==> config.mk <==
export PLATFORM = sky130hd
export DESIGN_NAME = mips_cpu_bus_arbiter_flat
export DESIGN_NICKNAME = d
export VERILOG_FILES = /design/src/rtl/mips_cpu_bus_arbiter_if.sv /design/src/rtl/mips_cpu_bus_arbiter.sv /design/src/flat_wrapper.sv
export SDC_FILE = /design/constraint.sdc
export NUM_CORES = 1
export LEC_CHECK = 0
export CAP_MARGIN = 20
export CORE_AREA = 3 3 105 107
export CTS_CLUSTER_DIAMETER = 80
export DETAILED_ROUTE_END_ITERATION = 7
export DIE_AREA = 0 0 108 110
export PLACE_DENSITY = 0.64
export SLEW_MARGIN = 10
export SYNTH_ARGS = -nofsm -noshare
export SYNTH_HDL_FRONTEND = slang
export SYNTH_SLANG_ARGS = --single-unit
export TNS_END_PERCENT = 5
==> constraint.sdc <==
create_clock -name clk -period 2.3 [get_ports clk]
set_input_delay 0.46 -clock clk [delete_from_list [all_inputs] [get_ports clk]]
set_output_delay 0.46 -clock clk [all_outputs]
set_load 0.01 [all_outputs]
==> src/rtl/mips_cpu_bus_arbiter_if.sv <==
// Bus bundle between the fetch/data masters, the arbiter and the external Avalon-MM slave.
// The arbiter connects through the slave modport; the environment drives the master modport.
interface mips_cpu_bus_arbiter_if #(
  parameter int unsigned ADDR_W = 32,
  parameter int unsigned DATA_W = 32
);
  localparam int unsigned BE_W = DATA_W / 8;

  // Instruction-fetch master (read-only)
  logic [ADDR_W-1:0] i_address;
  logic              i_read;
  logic              i_waitrequest;
  logic [DATA_W-1:0] i_readdata;

  // Load/store master
  logic [ADDR_W-1:0] d_address;
  logic              d_read;
  logic              d_write;
  logic [DATA_W-1:0] d_writedata;
  logic [BE_W-1:0]   d_byteenable;
  logic              d_waitrequest;
  logic [DATA_W-1:0] d_readdata;

  // Shared external slave
  logic [ADDR_W-1:0] address;
  logic              read;
  logic              write;
  logic [DATA_W-1:0] writedata;
  logic [BE_W-1:0]   byteenable;
  logic              waitrequest;
  logic [DATA_W-1:0] readdata;

  // Status to the CPU control FSM
  logic              grant_i;
  logic              grant_d;

  modport slave (
    input  i_address, i_read,
    output i_waitrequest, i_readdata,
    input  d_address, d_read, d_write, d_writedata, d_byteenable,
    output d_waitrequest, d_readdata,
    output address, read, write, writedata, byteenable,
    input  waitrequest, readdata,
    output grant_i, grant_d
  );

  modport master (
    output i_address, i_read,
    input  i_waitrequest, i_readdata,
    output d_address, d_read, d_write, d_writedata, d_byteenable,
    input  d_waitrequest, d_readdata,
    input  address, read, write, writedata, byteenable,
    output waitrequest, readdata,
    input  grant_i, grant_d
  );
endinterface

==> src/rtl/mips_cpu_bus_arbiter.sv <==
// Two-master (fetch, load/store) to one-slave Avalon-MM arbiter holding the grant for a whole
// transfer. Define ARB_ROUND_ROBIN_EN for alternating priority; default is data-over-fetch.
module mips_cpu_bus_arbiter #(
  parameter int unsigned ADDR_W = 32,
  parameter int unsigned DATA_W = 32
) (
  input logic                 clk,
  input logic                 reset,
  mips_cpu_bus_arbiter_if.slave bus
);
  localparam int unsigned BE_W = DATA_W / 8;

  typedef enum logic [1:0] {StIdle, StGntI, StGntD} state_e;

  state_e state_q, state_d;
  logic   grant_i_q, grant_d_q;
  logic   d_req;

  logic [ADDR_W-1:0] slv_address;
  logic              slv_read;
  logic              slv_write;
  logic [DATA_W-1:0] slv_writedata;
  logic [BE_W-1:0]   slv_byteenable;

`ifdef ARB_ROUND_ROBIN_EN
  logic last_served_d_q;  // 1: data port served most recently
  logic xfer_done;
  assign xfer_done = (slv_read | slv_write) & ~bus.waitrequest;
`endif

  assign d_req = bus.d_read | bus.d_write;

  // Slave side is a pure mux of the granted master; a dropped request drops read/write at once.
  always_comb begin
    slv_address    = '0;
    slv_read       = 1'b0;
    slv_write      = 1'b0;
    slv_writedata  = '0;
    slv_byteenable = '0;
    unique case (state_q)
      StGntI: begin
        slv_address    = bus.i_address;
        slv_read       = bus.i_read;
        slv_byteenable = '1;
      end
      StGntD: begin
        slv_address    = bus.d_address;
        slv_write      = bus.d_write;
        slv_read       = bus.d_read & ~bus.d_write;
        slv_writedata  = bus.d_writedata;
        slv_byteenable = bus.d_byteenable;
      end
      default: ;
    endcase
  end

  always_comb begin
    state_d = state_q;
    unique case (state_q)
      StIdle: begin
        if (d_req && bus.i_read) begin
`ifdef ARB_ROUND_ROBIN_EN
          state_d = last_served_d_q ? StGntI : StGntD;
`else
          state_d = StGntD;
`endif
        end else if (d_req) begin
          state_d = StGntD;
        end else if (bus.i_read) begin
          state_d = StGntI;
        end
      end
      // Leave on completion or on a request withdrawn mid-transfer.
      StGntI: if (!bus.i_read || !bus.waitrequest) state_d = StIdle;
      StGntD: if (!d_req || !bus.waitrequest) state_d = StIdle;
      default: state_d = StIdle;
    endcase
  end

  always_ff @(posedge clk) begin
    if (reset) begin
      state_q   <= StIdle;
      grant_i_q <= 1'b0;
      grant_d_q <= 1'b0;
`ifdef ARB_ROUND_ROBIN_EN
      last_served_d_q <= 1'b1;
`endif
    end else begin
      state_q   <= state_d;
      grant_i_q <= (state_d == StGntI);
      grant_d_q <= (state_d == StGntD);
`ifdef ARB_ROUND_ROBIN_EN
      if (xfer_done) last_served_d_q <= (state_q == StGntD);
`endif
    end
  end

  assign bus.address    = slv_address;
  assign bus.read       = slv_read;
  assign bus.write      = slv_write;
  assign bus.writedata  = slv_writedata;
  assign bus.byteenable = slv_byteenable;

  assign bus.grant_i = grant_i_q;
  assign bus.grant_d = grant_d_q;

  assign bus.i_waitrequest = reset | ~(grant_i_q & ~bus.waitrequest);
  assign bus.d_waitrequest = reset | ~(grant_d_q & ~bus.waitrequest);

  assign bus.i_readdata = bus.readdata;
  assign bus.d_readdata = bus.readdata;
endmodule
==> src/flat_wrapper.sv <==
// flat-port wrapper written by rule: the top's interface ports become plain ports
module mips_cpu_bus_arbiter_flat 
#(
  parameter int unsigned ADDR_W = 32,
  parameter int unsigned DATA_W = 32
)
  (clk, reset, bus_i_address, bus_i_read, bus_i_waitrequest, bus_i_readdata, bus_d_address, bus_d_read, bus_d_write, bus_d_writedata, bus_d_byteenable, bus_d_waitrequest, bus_d_readdata, bus_address, bus_read, bus_write, bus_writedata, bus_byteenable, bus_waitrequest, bus_readdata, bus_grant_i, bus_grant_d);
  mips_cpu_bus_arbiter_if #(.ADDR_W(ADDR_W), .DATA_W(DATA_W)) bus_i ();
  input logic clk;
  input logic reset;
  input wire logic [$bits(bus_i.i_address)-1:0] bus_i_address;
  input wire logic [$bits(bus_i.i_read)-1:0] bus_i_read;
  output wire logic [$bits(bus_i.i_waitrequest)-1:0] bus_i_waitrequest;
  output wire logic [$bits(bus_i.i_readdata)-1:0] bus_i_readdata;
  input wire logic [$bits(bus_i.d_address)-1:0] bus_d_address;
  input wire logic [$bits(bus_i.d_read)-1:0] bus_d_read;
  input wire logic [$bits(bus_i.d_write)-1:0] bus_d_write;
  input wire logic [$bits(bus_i.d_writedata)-1:0] bus_d_writedata;
  input wire logic [$bits(bus_i.d_byteenable)-1:0] bus_d_byteenable;
  output wire logic [$bits(bus_i.d_waitrequest)-1:0] bus_d_waitrequest;
  output wire logic [$bits(bus_i.d_readdata)-1:0] bus_d_readdata;
  output wire logic [$bits(bus_i.address)-1:0] bus_address;
  output wire logic [$bits(bus_i.read)-1:0] bus_read;
  output wire logic [$bits(bus_i.write)-1:0] bus_write;
  output wire logic [$bits(bus_i.writedata)-1:0] bus_writedata;
  output wire logic [$bits(bus_i.byteenable)-1:0] bus_byteenable;
  input wire logic [$bits(bus_i.waitrequest)-1:0] bus_waitrequest;
  input wire logic [$bits(bus_i.readdata)-1:0] bus_readdata;
  output wire logic [$bits(bus_i.grant_i)-1:0] bus_grant_i;
  output wire logic [$bits(bus_i.grant_d)-1:0] bus_grant_d;
  assign bus_i.i_address = bus_i_address;
  assign bus_i.i_read = bus_i_read;
  assign bus_i_waitrequest = bus_i.i_waitrequest;
  assign bus_i_readdata = bus_i.i_readdata;
  assign bus_i.d_address = bus_d_address;
  assign bus_i.d_read = bus_d_read;
  assign bus_i.d_write = bus_d_write;
  assign bus_i.d_writedata = bus_d_writedata;
  assign bus_i.d_byteenable = bus_d_byteenable;
  assign bus_d_waitrequest = bus_i.d_waitrequest;
  assign bus_d_readdata = bus_i.d_readdata;
  assign bus_address = bus_i.address;
  assign bus_read = bus_i.read;
  assign bus_write = bus_i.write;
  assign bus_writedata = bus_i.writedata;
  assign bus_byteenable = bus_i.byteenable;
  assign bus_i.waitrequest = bus_waitrequest;
  assign bus_i.readdata = bus_readdata;
  assign bus_grant_i = bus_i.grant_i;
  assign bus_grant_d = bus_i.grant_d;
  mips_cpu_bus_arbiter #(.ADDR_W(ADDR_W), .DATA_W(DATA_W)) u_core (.clk(clk), .reset(reset), .bus(bus_i));
endmodule
==> results.md, run 1 <==
* Final antenna-violating net count at 0
* Drt first pass iters at 4
* Worst VDD drop at 0.156 mV
* Final nets at 468
* Number of diodes added for antenna fixing at 0
* Number of cells produced by synthesis at 212
* Die Footprint at 11900 um^2
* Area of the core at 10200 um^2
* CP Capture Type: output pin
* Largest net degree at the start of global routing at 38
* Critical path type: reg -> out
* Number of global-route vias before repair at about 1.9k
* Setup slack at placement at 0.0415 ns
* Leakage component of the power at 1.21 nW
* Number of fill cells at around 1.1k
* Fraction of the core area covered by cells at the end of the flow at between 20% and 30%
* Post-synth net total at 354
* Worst Hold Class: reg -> reg
* Psw at around 240 uW
* Startpoint of the worst register-to-register path: u_core.state_q[1]
* Final routed wirelength across all metal layers at 6550 um
* Setup repair after global routing missed its margin: no
* Iteration-0 DRC Markers at 65
* Met1 global-route usage at 9.96%
* TritonCTS clock tree: yes
* CTS H-tree lvls at 1
* PnR worst setup slack at 0.0810 ns
* Setup Buffers After CTS at 0
* Global-route usage over all layers at 9.82%
* Number of flip-flops and latches in the synthesized netlist at 4
* Max-slew violation count at 0
* GP Congestion at 0.747
* Number of maximum-capacitance constraint violations at 0
* Area added between synthesis and finish at 101%
* Hold_ws at 0.647 ns
* Worst clock skew at ~0.0017 ns
* Number of buffers added by the clock tree synthesis step at 3
* Power per unit of standard cell area at ~260 nW/um^2
* Hold path start: u_core.state_q[1]
* Final total power at between 700 and 800 uW
* Average cell area after synthesis at 7.19 um^2
* Top-level port count at 276
* Switching part of the total power at 30.6%
* Number of endpoints with negative hold slack in the final report at 0
* Combinational Power Share at 70.9%
* Post-detailed-placement half-perimeter wirelength at roughly 5500 um
* Critical path's largest stage delay at 0.53 ns
* Met2 track demand over resource in global routing at 18.5%
* Worst slew margin at a little over four fifths
* Initial antenna violation count at 0
* Clock group share of total power at a little under a fifth
* Multi-input gate area at 903 um^2
* Sequential fraction of the synthesis area at 5.25%
* Met3 Resource Use GR at 2.80%
* Arrival @ worst endpoint at 1.76 ns
* Required arrival time at the worst endpoint at 1.84 ns
* First-pass GRT wire length at 9290 um
* Part of the cycle the worst path needs at 96.5%
* Clock slew at reported path FFs at 0.03 ns
* Category of cells accounting for the largest share of critical-path delay: buffers and inverters
* Die Y-Extent at 110 um
* Sequential share of power at 10.2%
* Number of buffers and inverters on the critical path at 3
* Sinks on the clock net at 4
* Die Wd at 108 um
* Largest fanout of any net on the critical path at 34
* Cell at the slowest stage of the critical path: clkdlybuf4s50_1
* Result of the run: finished clean
* Routed wirelength normalized by instance count at 14.2 um
* Initial core utilization at 14.9%
* Number of design rule violations left after detail routing at 0
* Source-to-sink clock delay at the later pin of the worst-skew pair at 0.22 ns
* Clock period minus worst slack at 2.22 ns
* Site Rows at 37
* Critical path cell sequence: inv_1, ha_4, buf_12, and2_1, clkdlybuf4s50_1
* Via count of the routed design at around 1.8k
* Distinct cell type count after synthesis at 23
* Final setup violation count at 0
* Worst setup SP type: register
* Slew at the pin with the worst max-slew slack at 0.227 ns
* Storage element area at 82.6 um^2
* Max clock buf depth at 2
* Vias per cell at 3.89
* Quantity of I/O buffers inserted on ports at 179
* Number of warnings issued by yosys at 0
* Worst Setup SP: u_core.state_q[0]
* GRT Residual Overflow at 0
* Fraction of final layout cells sized beyond drive strength 1 at under 10%
* Fmax at around 0.45 GHz
* Synthesized cell area at ~1500 um^2
* Master cell of the clock root buffer: clkbuf_8
* Routing layer with the top usage in global route: met2
* Cell-internal power at 550 uW
-- flip-flops by register name (all words and copies together), names as in the netlist --
register            count
u_core.bus.grant_i      1
u_core.state_q          2
u_core.bus.grant_d      1
-- final timing paths --
path	slack (ns)	end	depth (start not counted)
setup reg to reg	0.73	u_core.bus.grant_d	7
hold reg to reg	0.65	u_core.state_q[1]	2
setup / recovery	0.08	bus_write	5
hold / removal	0.65	u_core.state_q[1]	2
-- routing by layer --
metal / up-vias / part of all wire, %
met5: - / 0
met4: 0 / 3.7
met3: 36 / 9.1
met2: 86 / 53
met1: 801 / 34
li1: 866 / -
-- Yosys cell counts --
master	number	share of area, %
buf_4	66	33
nand2_2	1	0.41
nor4b_2	1	0.98
a21boi_2	1	0.74
a22oi_1	32	16
a21oi_2	1	0.57
nor2_1	2	0.49
a22oi_2	1	0.82
a21boi_0	1	0.49
nor4b_4	1	1.6
o21ai_2	1	0.57
o21ai_0	2	0.66
inv_1	2	0.49
nor2b_1	36	15
buf_2	7	2.3
clkbuf_1	6	1.5
nor3_1	3	0.98
nand2_1	2	0.49
nand3b_1	1	0.49
ha_1	4	3.3
dfxtp_1	4	5.3
and2_1	33	14
a21oi_1	4	1.3
-- cell usage in the layout (no fill, tap or decap), types with 3 or more instances in the layout --
cell type,instances
and2_1,33
dlygate4sd2_1,36
clkdlybuf4s50_1,142
a21oi_1,4
nor3_1,3
clkbuf_8,3
buf_12,3
buf_4,5
a22oi_1,31
nor2b_1,36
-- final cells by class --
type / instances / share of cell area [%]
well taps: 136 / 5.55
repair buffers: 188 / 60.7
flip-flops and latches: 4 / 2.69
multi-input cells: 127 / 29.5
inverters: 2 / 0.245
clock buffers: 3 / 1.35
-- metrics by stage --
stage | TNS [ns] | area [um^2] | cells
finish | 0 | 3070 | 460
global route | 0 | 3070 | 460
detailed placement | 0 | 3040 | 457
floorplan | 0 | 1520 | 212
CTS | -0.111 | 3050 | 460
global placement | 0 | 3040 | 457
-- timing repair --
action                                  CTS  global route
hold buffers                              0             0
gates resized for setup                  40             4
hold endpoints to repair                  0             0
endpoints found under the setup margin   69            33
-- cell families (layout without fill, tap and decap cells) --
family	after synthesis	count (layout)	share of synthesized area, %
simple gates	80	80	33.7
flops	4	4	5.25
fa+ha+maj	4	4	3.28
buf+inv	81	193	36.8
compound gates	43	43	20.9
-- power by group through the flow --
stage	Combinational, mW	Sequential [mW]	Clock [mW]
global placement	0.576	0.0804	0
floorplan	0.322	0.0802	0
global route	0.604	0.0819	0.163
CTS	0.569	0.0810	0.154
detailed placement	0.583	0.0806	0
finish	0.563	0.0811	0.150
-- tightest hold or removal path, cell delays in order, from the launching register on --
cell	delay (ns)
dfxtp_2	0.37
a22oi_2	0.11
nor3_1	0.12
Power figures use the tool's default switching activity.
==> run 2: changes to the inputs <==
--- a/config.mk
+++ b/config.mk
@@ -10,7 +10,7 @@
 export CTS_CLUSTER_DIAMETER = 80
 export DETAILED_ROUTE_END_ITERATION = 7
 export DIE_AREA = 0 0 108 110
-export PLACE_DENSITY = 0.64
+export PLACE_DENSITY = 0.62
 export SLEW_MARGIN = 10
 export SYNTH_ARGS = -nofsm -noshare
 export SYNTH_HDL_FRONTEND = slang
==> run 2 against run 1 <==
  * The run now ends with setup timing left
  * First-iteration DRC count is 37% lower
  * Wire length increased by 7.8%
  * Sequential share of layout area fell by 0.17 points
  * Clock skew is 0.00085 ns lower
  * Worst hold slack better by 0.0086 ns
  * Via count shrank 0.17%
  * Critical path depth up 1
  * Flip-flop and latch count did not move
  * Die area is the same
  * Critical endpoint is now bus_address[1]
  * Largest power group unchanged
  * Highest routed layer unchanged
==> results.md, run 2 (same netlist as run 1, synthesis figures left out) <==
* Result of the run: complete, but fails checks
* Violated checks: setup timing
* Design Area, Final at 3280 um^2
* Worst Hold Class: reg -> reg
* Top register by number of flip-flops: u_core.state_q
* Hold_ws at approximately 0.66 ns
* Final setup violation count at 5
* Post-detailed-placement half-perimeter wirelength at 5400 um
* Number of design rule violations left after detail routing at 0
* Vias per cell at a little under 4
* Final routed wirelength across all metal layers at 7060 um
* Sinks on the clock net at 4
* Most common cell after layout, fill and taps aside: clkdlybuf4s50_1
* Final nets at 469
* Initial antenna violation count at 0
* GP Congestion at 0.776
* Top-level port count at 276
* Final setup TNS at -0.155 ns
* Max clock buf depth at 2
* Fmax at 0.427 GHz
* Part of the cycle the worst path needs at 102%
* Clock period minus worst slack at approximately 2.3 ns
* Final Non-Filler Cells at ~460
* Routed wirelength normalized by instance count at 15.3 um
* Critical path type: reg -> out
* Iteration-0 DRC Markers at 41
* Number of endpoints with negative hold slack in the final report at 0
* Cts-stage hold buffer count at 0
* Number of buffers added by the clock tree synthesis step at 3
* Setup repair after global routing missed its margin: yes
* Number of fill cells at between 1k and 1.5k
* Placed Instance Area at 3050 um^2
* Worst VDD drop at 0.189 mV
* Number of global-route vias before repair at approximately 1.7k
* Via count of the routed design at 1786
* TritonCTS clock tree: yes
* Number of diodes added for antenna fixing at 0
* Worst setup SP type: register
* CP Capture Type: output pin
* Number of maximum-capacitance constraint violations at 0
* Storage element area at 82.6 um^2
* Multi-input gate area at 921 um^2
* Global-route usage over all layers at 9.66%
* Cell count after placement at 457
* Wire length on met1 at around 2600 um
* Drt first pass iters at 4
* Final antenna-violating net count at 0
* Highest routed layer: met4
* Largest fanout of any net on the critical path at 18
* Flip-flop count of the largest register after layout at 2
* Power per unit of standard cell area at 247 nW/um^2
* Max-slew violation count at 0
* GRT Residual Overflow at 0
* Master cell of the clock root buffer: clkbuf_8
* Die Wd at 108 um
* Final total power at 810 uW
* Routed wire length on met3 at 724 um
* Critical path cell sequence: inv_1, ha_4, clkbuf_16, a22oi_1, nor2b_1, clkdlybuf4s50_1
* Critical path's largest stage delay at 0.54 ns
* Commonest cells after routing, fill and taps aside: clkdlybuf4s50_1, dlymetal6s2s_1, nor2b_1, and2_1, a22oi_1
* CTS H-tree lvls at 1
* Site Rows at 37
* Fraction of final layout cells sized beyond drive strength 1 at ~8%
* Worst slew margin at 85.0%
* Arrival @ worst endpoint at about 1.9 ns
* Area added between synthesis and finish at 115%
* Required arrival time at the worst endpoint at 1.84 ns
* Die Y-Extent at 110 um
* Setup Buffers After CTS at 0
* Quantity of I/O buffers inserted on ports at 179
* Met2 routed WL at 3520 um
* Leakage component of the power at 1.97 nW
* Cell at the slowest stage of the critical path: clkdlybuf4s50_1
* Clock slew at reported path FFs at 0.03 ns
* Area of the core at just over 10000 um^2
* First-pass GRT wire length at around 9100 um
* Source-to-sink clock delay at the later pin of the worst-skew pair at approximately 0.22 ns
* Initial core utilization at 14.9%
* Die Footprint at 11900 um^2
* Slew at the pin with the worst max-slew slack at between 0.2 and 0.25 ns
* Worst clock skew at 0.000806 ns
* Largest net degree at the start of global routing at 44
* PnR worst setup slack at -0.0405 ns
run 2: changes by cell type in the layout (fill, tap and decap cells not counted):
cell | before | now
dlymetal6s2s_1 | 1 | 52
dlygate4sd2_1 | 36 | 9
clkdlybuf4s50_1 | 142 | 118
ha_4 | 1 | 3
a22oi_1 | 31 | 32
a22oi_2 | 2 | 1
buf_12 | 3 | 4
buf_8 | 1 | 0
clkbuf_16 | 0 | 1
ha_1 | 2 | 1
ha_2 | 1 | 0
inv_1 | 2 | 1
inv_2 | 0 | 1
run 2: worst max-delay path: cells and delay by family, from the launching register on:
family / cells / cell delay (ns)
buf+inv: 3 / 0.91
flops: 1 / 0.34
fa+ha+maj: 1 / 0.21
simple gates: 1 / 0.11
compound gates: 1 / 0.08
run 2: layout make-up:
type	instances	area share (%)
clock buffer	3	1.26
inverter	2	0.229
multi-input combinational	127	28.1
sequential	4	2.52
tap	136	5.19
timing repair buffer	189	62.7
run 2: path summary, 6_finish.rpt:
check,start,to,slack [ns],cells after the start
hold / removal,u_core.state_q[1],u_core.bus.grant_i,0.66,2
setup reg to reg,u_core.state_q[1],u_core.bus.grant_d,0.66,7
setup / recovery,u_core.state_q[1],bus_address[1],-0.04,6
hold reg to reg,u_core.state_q[1],u_core.bus.grant_i,0.66,2
run 2: metal layers:
layer,track usage [%],up-vias
li1,-,872
met1,10.2,791
met2,17.1,85
met3,3.38,38
met4,4.78,0
met5,0,-
run 2: what timing repair did:
action | CTS | global route
gates resized for setup | 11 | 57
pin swaps | 0 | 0
cloned | 0 | 1
endpoints found under the setup margin | 69 | 61
run 2: report_power, final:
part | internal [mW] | leakage, nW | switching, mW
Combinational | 0.373 | 1.92 | 0.206
Sequential | 0.0752 | 0.0336 | 0.00529
Clock | 0.112 | 0.0216 | 0.0381
run 2: through the flow:
stage                     util (%)  worst slack [ns]
final                         32.0           -0.0405
after floorplan                  -             0.581
after global placement        29.8            0.0625
after detailed placement      29.8            0.0468
after CTS                     30.2            -0.121
after global routing          32.0            -0.121
